## src/rtl/blink_pkg.sv

```systemverilog
// Shared mode encoding and elaboration helpers for the multi-channel blink generator.
package blink_pkg;

  localparam int MODE_W = 2;

  typedef enum logic [MODE_W-1:0] {
    MODE_OFF     = 2'b00,
    MODE_TOGGLE  = 2'b01,
    MODE_PULSE   = 2'b10,
    MODE_ONESHOT = 2'b11
  } mode_e;

  function automatic int calcPresc(input int clkHz, input int tickHz);
    return clkHz / tickHz;
  endfunction

  function automatic int prescWidth(input int presc);
    return (presc > 1) ? $clog2(presc) : 1;
  endfunction

endpackage

```

## src/rtl/blink_channel.sv

```systemverilog
// One blink channel: tick-driven period counter, registered mode copy and out/busy logic
// for TOGGLE, PULSE and ONESHOT behaviour.
module blink_channel
  import blink_pkg::*;
#(
  parameter int CNT_W = 16
) (
  input  logic             clk,
  input  logic             rst,
  input  logic             i_tick,
  input  logic             i_clear,
  input  logic [MODE_W-1:0] i_mode,
  input  logic [CNT_W-1:0] i_period,
  input  logic             i_start,
  output logic             o_out,
  output logic             o_busy
);

  mode_e            r_mode;
  logic [CNT_W-1:0] r_cnt;
  logic             r_out;
  logic             r_busy;

  mode_e            w_mode_in;
  logic             w_mode_chg;
  logic             w_period_zero;
  logic             w_at_end;
  logic             w_run;
  logic             w_event;
  logic [CNT_W-1:0] w_cnt_nxt;
  logic             w_out_nxt;
  logic             w_busy_nxt;

  assign w_mode_in = mode_e'(i_mode);

  // A ONESHOT channel only counts while busy, so an idle channel sits quietly at zero.
  always_comb begin
    w_mode_chg    = (w_mode_in != r_mode);
    w_period_zero = (i_period == '0);
    w_at_end      = (r_cnt >= (i_period - CNT_W'(1)));
    w_run         = 1'b0;
    unique case (r_mode)
      MODE_TOGGLE,
      MODE_PULSE:   w_run = i_tick && !w_period_zero;
      MODE_ONESHOT: w_run = i_tick && !w_period_zero && r_busy;
      default:      w_run = 1'b0;
    endcase
    w_event = w_run && w_at_end;
  end

  always_comb begin
    w_cnt_nxt  = r_cnt;
    w_out_nxt  = r_out;
    w_busy_nxt = r_busy;

    if (w_run) begin
      w_cnt_nxt = w_at_end ? '0 : r_cnt + CNT_W'(1);
    end

    unique case (r_mode)
      MODE_OFF: begin
        w_cnt_nxt  = '0;
        w_out_nxt  = 1'b0;
        w_busy_nxt = 1'b0;
      end
      MODE_TOGGLE: begin
        w_busy_nxt = 1'b0;
        if (w_event) begin
          w_out_nxt = ~r_out;
        end
      end
      MODE_PULSE: begin
        w_busy_nxt = 1'b0;
        w_out_nxt  = w_event;
      end
      MODE_ONESHOT: begin
        if (r_busy) begin
          if (w_event) begin
            w_out_nxt  = 1'b0;
            w_busy_nxt = 1'b0;
          end
        end else begin
          w_cnt_nxt = '0;
          w_out_nxt = 1'b0;
          if (i_start) begin
            w_busy_nxt = 1'b1;
            w_out_nxt  = 1'b1;
          end
        end
      end
      default: begin
        w_cnt_nxt  = '0;
        w_out_nxt  = 1'b0;
        w_busy_nxt = 1'b0;
      end
    endcase

    // Clearing conditions override everything, including a start in the same cycle.
    if (w_period_zero || w_mode_chg || i_clear) begin
      w_cnt_nxt  = '0;
      w_out_nxt  = 1'b0;
      w_busy_nxt = 1'b0;
    end
  end

  always_ff @(posedge clk or negedge rst) begin
    if (!rst) begin
      r_mode <= MODE_OFF;
      r_cnt  <= '0;
      r_out  <= 1'b0;
      r_busy <= 1'b0;
    end else begin
      r_mode <= w_mode_in;
      r_cnt  <= w_cnt_nxt;
      r_out  <= w_out_nxt;
      r_busy <= w_busy_nxt;
    end
  end

  assign o_out  = r_out;
  assign o_busy = r_busy;

endmodule

```

## src/rtl/multi_blink_gen.sv

```systemverilog
// Multi-channel blink/tick generator: shared prescaler producing a base tick plus N_CH channels.
// Define BLINK_SYNC_EN to add the 'sync' input that phase-aligns prescaler and all channels.
module multi_blink_gen
  import blink_pkg::*;
#(
  parameter int CLK_HZ  = 50_000_000,
  parameter int TICK_HZ = 1_000,
  parameter int N_CH    = 4,
  parameter int CNT_W   = 16
) (
  input  logic                    clk,
  input  logic                    rst,
  input  logic                    en,
`ifdef BLINK_SYNC_EN
  input  logic                    sync,
`endif
  input  logic [MODE_W*N_CH-1:0]  ch_mode,
  input  logic [CNT_W*N_CH-1:0]   ch_period,
  input  logic [N_CH-1:0]         ch_start,
  output logic                    tick,
  output logic [N_CH-1:0]         out,
  output logic [N_CH-1:0]         busy
);

  localparam int PRESC   = calcPresc(CLK_HZ, TICK_HZ);
  localparam int PRESC_W = prescWidth(PRESC);
  localparam logic [PRESC_W-1:0] PRESC_LAST = PRESC_W'(PRESC - 1);

  if (PRESC < 2) begin : g_bad_presc
    $error("multi_blink_gen: CLK_HZ/TICK_HZ must be at least 2");
  end
  if (N_CH < 1 || N_CH > 16) begin : g_bad_nch
    $error("multi_blink_gen: N_CH must be in 1..16");
  end

  logic               w_sync;
  logic [PRESC_W-1:0] r_presc;

`ifdef BLINK_SYNC_EN
  assign w_sync = sync;
`else
  assign w_sync = 1'b0;
`endif

  always_ff @(posedge clk or negedge rst) begin
    if (!rst) begin
      r_presc <= '0;
    end else if (w_sync) begin
      r_presc <= '0;
    end else if (en) begin
      r_presc <= (r_presc == PRESC_LAST) ? '0 : r_presc + PRESC_W'(1);
    end
  end

  assign tick = en && !w_sync && (r_presc == PRESC_LAST);

  for (genvar gi = 0; gi < N_CH; gi++) begin : g_ch
    blink_channel #(
      .CNT_W (CNT_W)
    ) u_ch (
      .clk      (clk),
      .rst      (rst),
      .i_tick   (tick),
      .i_clear  (w_sync),
      .i_mode   (ch_mode[MODE_W*gi +: MODE_W]),
      .i_period (ch_period[CNT_W*gi +: CNT_W]),
      .i_start  (ch_start[gi]),
      .o_out    (out[gi]),
      .o_busy   (busy[gi])
    );
  end

endmodule

```

## config.mk

```make
export PLATFORM = sky130hd
export DESIGN_NAME = multi_blink_gen
export DESIGN_NICKNAME = d
export VERILOG_FILES = /design/src/rtl/blink_pkg.sv /design/src/rtl/blink_channel.sv /design/src/rtl/multi_blink_gen.sv
export SDC_FILE = /design/constraint.sdc
export NUM_CORES = 1
export LEC_CHECK = 0
export BUFFER_PORTS_ARGS = -buffer_cell sky130_fd_sc_hd__buf_2
export CAP_MARGIN = 25
export CORE_MARGIN = 3
export CORE_UTILIZATION = 65
export CTS_CLUSTER_SIZE = 25
export DETAILED_ROUTE_END_ITERATION = 10
export PLACE_DENSITY = 0.88
export SLEW_MARGIN = 25
export SYNTH_ARGS = -nofsm -noshare
export SYNTH_HDL_FRONTEND = slang
export SYNTH_SLANG_ARGS = --single-unit
export TNS_END_PERCENT = 1
```

## constraint.sdc

```tcl
create_clock -name clk -period 4.15 [get_ports clk]
set_clock_uncertainty 0.1 [all_clocks]
set_input_delay 0.2075 -clock clk [delete_from_list [all_inputs] [get_ports clk]]
set_output_delay 0.2075 -clock clk [all_outputs]
set_load 0.01 [all_outputs]
```

==> key figures <==
Timing
  – Worst slew pin tran: 0.8326 ns
  – Tcrit/Tclk final: 88.76%
  – Slew Limit Fails: 0
  – Setup_tns: 0 ns
  – # setup viols final: 0
  – Fmax: 271.5 MHz
  – Slew margin rel.: 44.49%
  – Worst hold slack: 0.04695 ns
  – Unrepaired setup endpoints after global routing: no
  – Min Tclk post-route: 3.683 ns
  – Final hold vios: 0

Setup path
  – Worst Setup End Kind: flop
  – Crit path cell chain: buf_2 > inv_1 > ha_1 > or4b_2 > or2_2 > nor2_1 > nand2_1 > xor2_1 > ha_1 > and4_1 > nand4_1 > a2111oi_0 > a211oi_1 > o41ai_1 > mux2_2
  – Crit-path max cell delay: 0.66 ns
  – Critical path's top delay family: simple AND/OR/NAND/NOR gates
  – CP Launch Type: input pin
  – Reg-to-Reg Start: r_presc[0]
  – Critical Path Most Common Cell: ha_1
  – CP Class: input pin to flop
  – Critical path required time: 4.28 ns
  – CP Launch Point: ch_period[32]
  – Slowest CP cell: or4b_2
  – Crit path buf inv count: 2
  – Crit-path max FO: 4
  – Worst EP arrival: 3.81 ns

Synth
  – Largest cells by area after synthesis: dfrtp_1 (32%), ha_1 (15%), xnor2_1 (11%)
  – YS warnings: 0
  – Synth unique cells: 59
  – Seq/Total Area, Yosys: 31.65%
  – Most numerous cell in the Yosys netlist: nor2_1
  – Number of synthesized flops with an enable pin: 0
  – Largest area contributor in the synthesized netlist: dfrtp_1
  – Net Count, Synth: 1030
  – Post-synth top flop: dfrtp_1
  – Commonest cells post-synth: nor2_1 (106), xnor2_1 (99), dfrtp_1 (96)
  – Post-synth ARST share: 100.0%
  – Mean Syn Cell Area: 8.805 um^2
  – Cell Area, Synth: 7590 um^2
  – Synth Instances: 862
  – Number of synthesized register bits: 96
  – Top-area cell type share of the netlist area: 31.65%

Global routing
  – GR Overflow Total: 0
  – Largest net degree at the start of global routing: 66
  – Global-route wire length before repair: 26670 um
  – Vias in the first global route: 6117
  – Initial antenna violation count: 0
  – Most Crowded Layer GR: met2
  – Met2 usage: 41.73%
  – GR Util met3: 3.118%
  – GRT Total Usage: 24.47%
  – Met1 usage: 33.34%

Route
  – Routed WL per cell: 14.10 um
  – DR pass1 iterations: 5
  – Vias/cell: 5.834
  – Vias: 6406
  – Post-Route WL: 15490 um
  – Drt initial violations: 318
  – Drt drc: 0
  – Post-route ant nets: 0

Worst hold path
  – Worst hold path class: input pin to flop
  – Worst min-delay path startpoint: ch_start[2]

Power and ir drop
  – Static Leak: 3.643 nW
  – Peak VDD IR: 0.0001964 V
  – Pwr dens: 255.9 nW/um^2

Clocking
  – CTS tree: built
  – Max clock buf depth: 2
  – Num CTS Buffers: 9
  – H-Tree Depth: 3
  – Worst-Skew Late Latency: 0.34 ns
  – Clock tree root buffer cell: clkbuf_16
  – Clk slew on worst S/H paths: 0.07 ns
  – Sink Count: 96

Layout
  – # nets final: 1121
  – Fillers: 836
  – Area growth, synth to finish: 12.30%
  – Antenna diode count: 0
  – Layout cells sized above 1: 13.26%

Floorplanning
  – Die Area: 13010 um^2
  – Row Count: 38
  – I/O Pins: 88
  – Initial Util: 68.22%
  – Die X: 114.1 um
  – Core area: 11130 um^2
  – Die Ht: 114.1 um

Placed design
  – PortBufs: 87
  – Global placement routability congestion: 0.8217
  – Final HPWL DP: 11670 um

Flow run
  – Max-Cap Viols: 0

Status
  – Status: finished, final reports clean
-- worst register-to-register path, stage by stage (launching register included) --
cell and delay (ns):
dfrtp_1 0.39, ha_1 0.18, and4_4 0.25, nand4_2 0.24, or3_1 0.64, or3_4 0.49, or4_1 0.42, a211oi_2 0.22
-- registers in the layout, indices dropped and copies added, names as in the netlist --
register	flops
g_ch.u_ch.o_busy	4
g_ch.u_ch.r_cnt	64
g_ch.u_ch.o_out	4
r_presc	16
g_ch.u_ch.r_mode	8
-- cell families after synthesis --
| logic type | Yosys count | share of synthesized area [%] |
|---|---|---|
| adder cells (fa/ha/maj) | 89 | 14.67 |
| buffers and inverters | 71 | 4.072 |
| AND/OR/NAND/NOR | 373 | 25.49 |
| XOR/XNOR | 131 | 15.12 |
| multiplexers | 8 | 1.105 |
| flip-flops | 96 | 31.65 |
| AO/OA/AOI/OAI | 94 | 7.897 |
-- what timing repair did --
item,4_1_cts,5_1_grt
hold endpoints to repair,72,0
buffers inserted,0,0
gates resized for setup,0,0
hold buffers,9,0
-- worst paths after layout --
check                                         end  slack, ns  cells after the start
setup / recovery               g_ch[2].u_ch.o_out       0.47                     15
hold / removal                g_ch[2].u_ch.o_busy       0.05                      3
setup reg to reg           g_ch[1].u_ch.r_cnt[15]       1.13                      7
hold reg to reg                       r_presc[12]       0.42                      1
max in group asynchronous  g_ch[3].u_ch.r_cnt[15]       2.60                      3
min in group asynchronous  g_ch[2].u_ch.r_cnt[13]       0.42                      2
-- cells in the final DEF, fill, tap and decap left out, types with 14 or more instances in the layout --
cell,netlist,routed
xor2_1,32,32
buf_2,4,86
ha_1,89,89
o21ai_0,18,18
nor2_1,106,106
or4_1,14,14
nor4_1,30,30
xnor2_1,99,99
nand3_1,27,27
a21oi_1,34,34
and3_1,16,16
inv_1,46,46
nand4_1,17,17
dfrtp_1,96,96
nor3_1,47,47
nand2_1,63,63
-- report_power, final --
group,switching [mW],leakage [nW],internal (mW)
sequential,0.0457,1.31,0.975
combinational,0.176,2.19,0.151
clock,0.360,0.147,0.473
-- stage by stage --
step | utilization, % | area [um^2] | setup WS [ns] | instances | total power [mW]
detailed placement | 73.08 | 8130 | 0.1361 | 1073 | 1.351
global placement | 73.08 | 8130 | 0.2707 | 1073 | 1.337
global route | 76.61 | 8523 | 0.1905 | 1098 | 2.293
floorplan | - | 7590 | 0.2005 | 862 | 1.223
finish | 76.61 | 8523 | 0.4667 | 1098 | 2.181
CTS | 76.61 | 8523 | 0.4959 | 1098 | 2.201
-- layer usage --
layer  wire length [um]  share of wire [%]  vias to the layer above
li1                   -                  -                     3254
met1               7360                 48                     3001
met2               7362                 48                      137
met3                624                4.0                       14
met4                139               0.90                        0
met5                  0                  0                        -
-- area by class of cell --
cell class | count | area, um^2 | share of cell area, %
clock buffers | 9 | 225.2 | 2.642
multi-input cells | 695 | 4878 | 57.24
well taps | 140 | 175.2 | 2.055
flip-flops and latches | 96 | 2402 | 28.19
repair buffers | 104 | 588.1 | 6.900
clock inverters | 7 | 77.57 | 0.9102
inverters | 47 | 176.4 | 2.070
(Power assumes the default switching activity.)
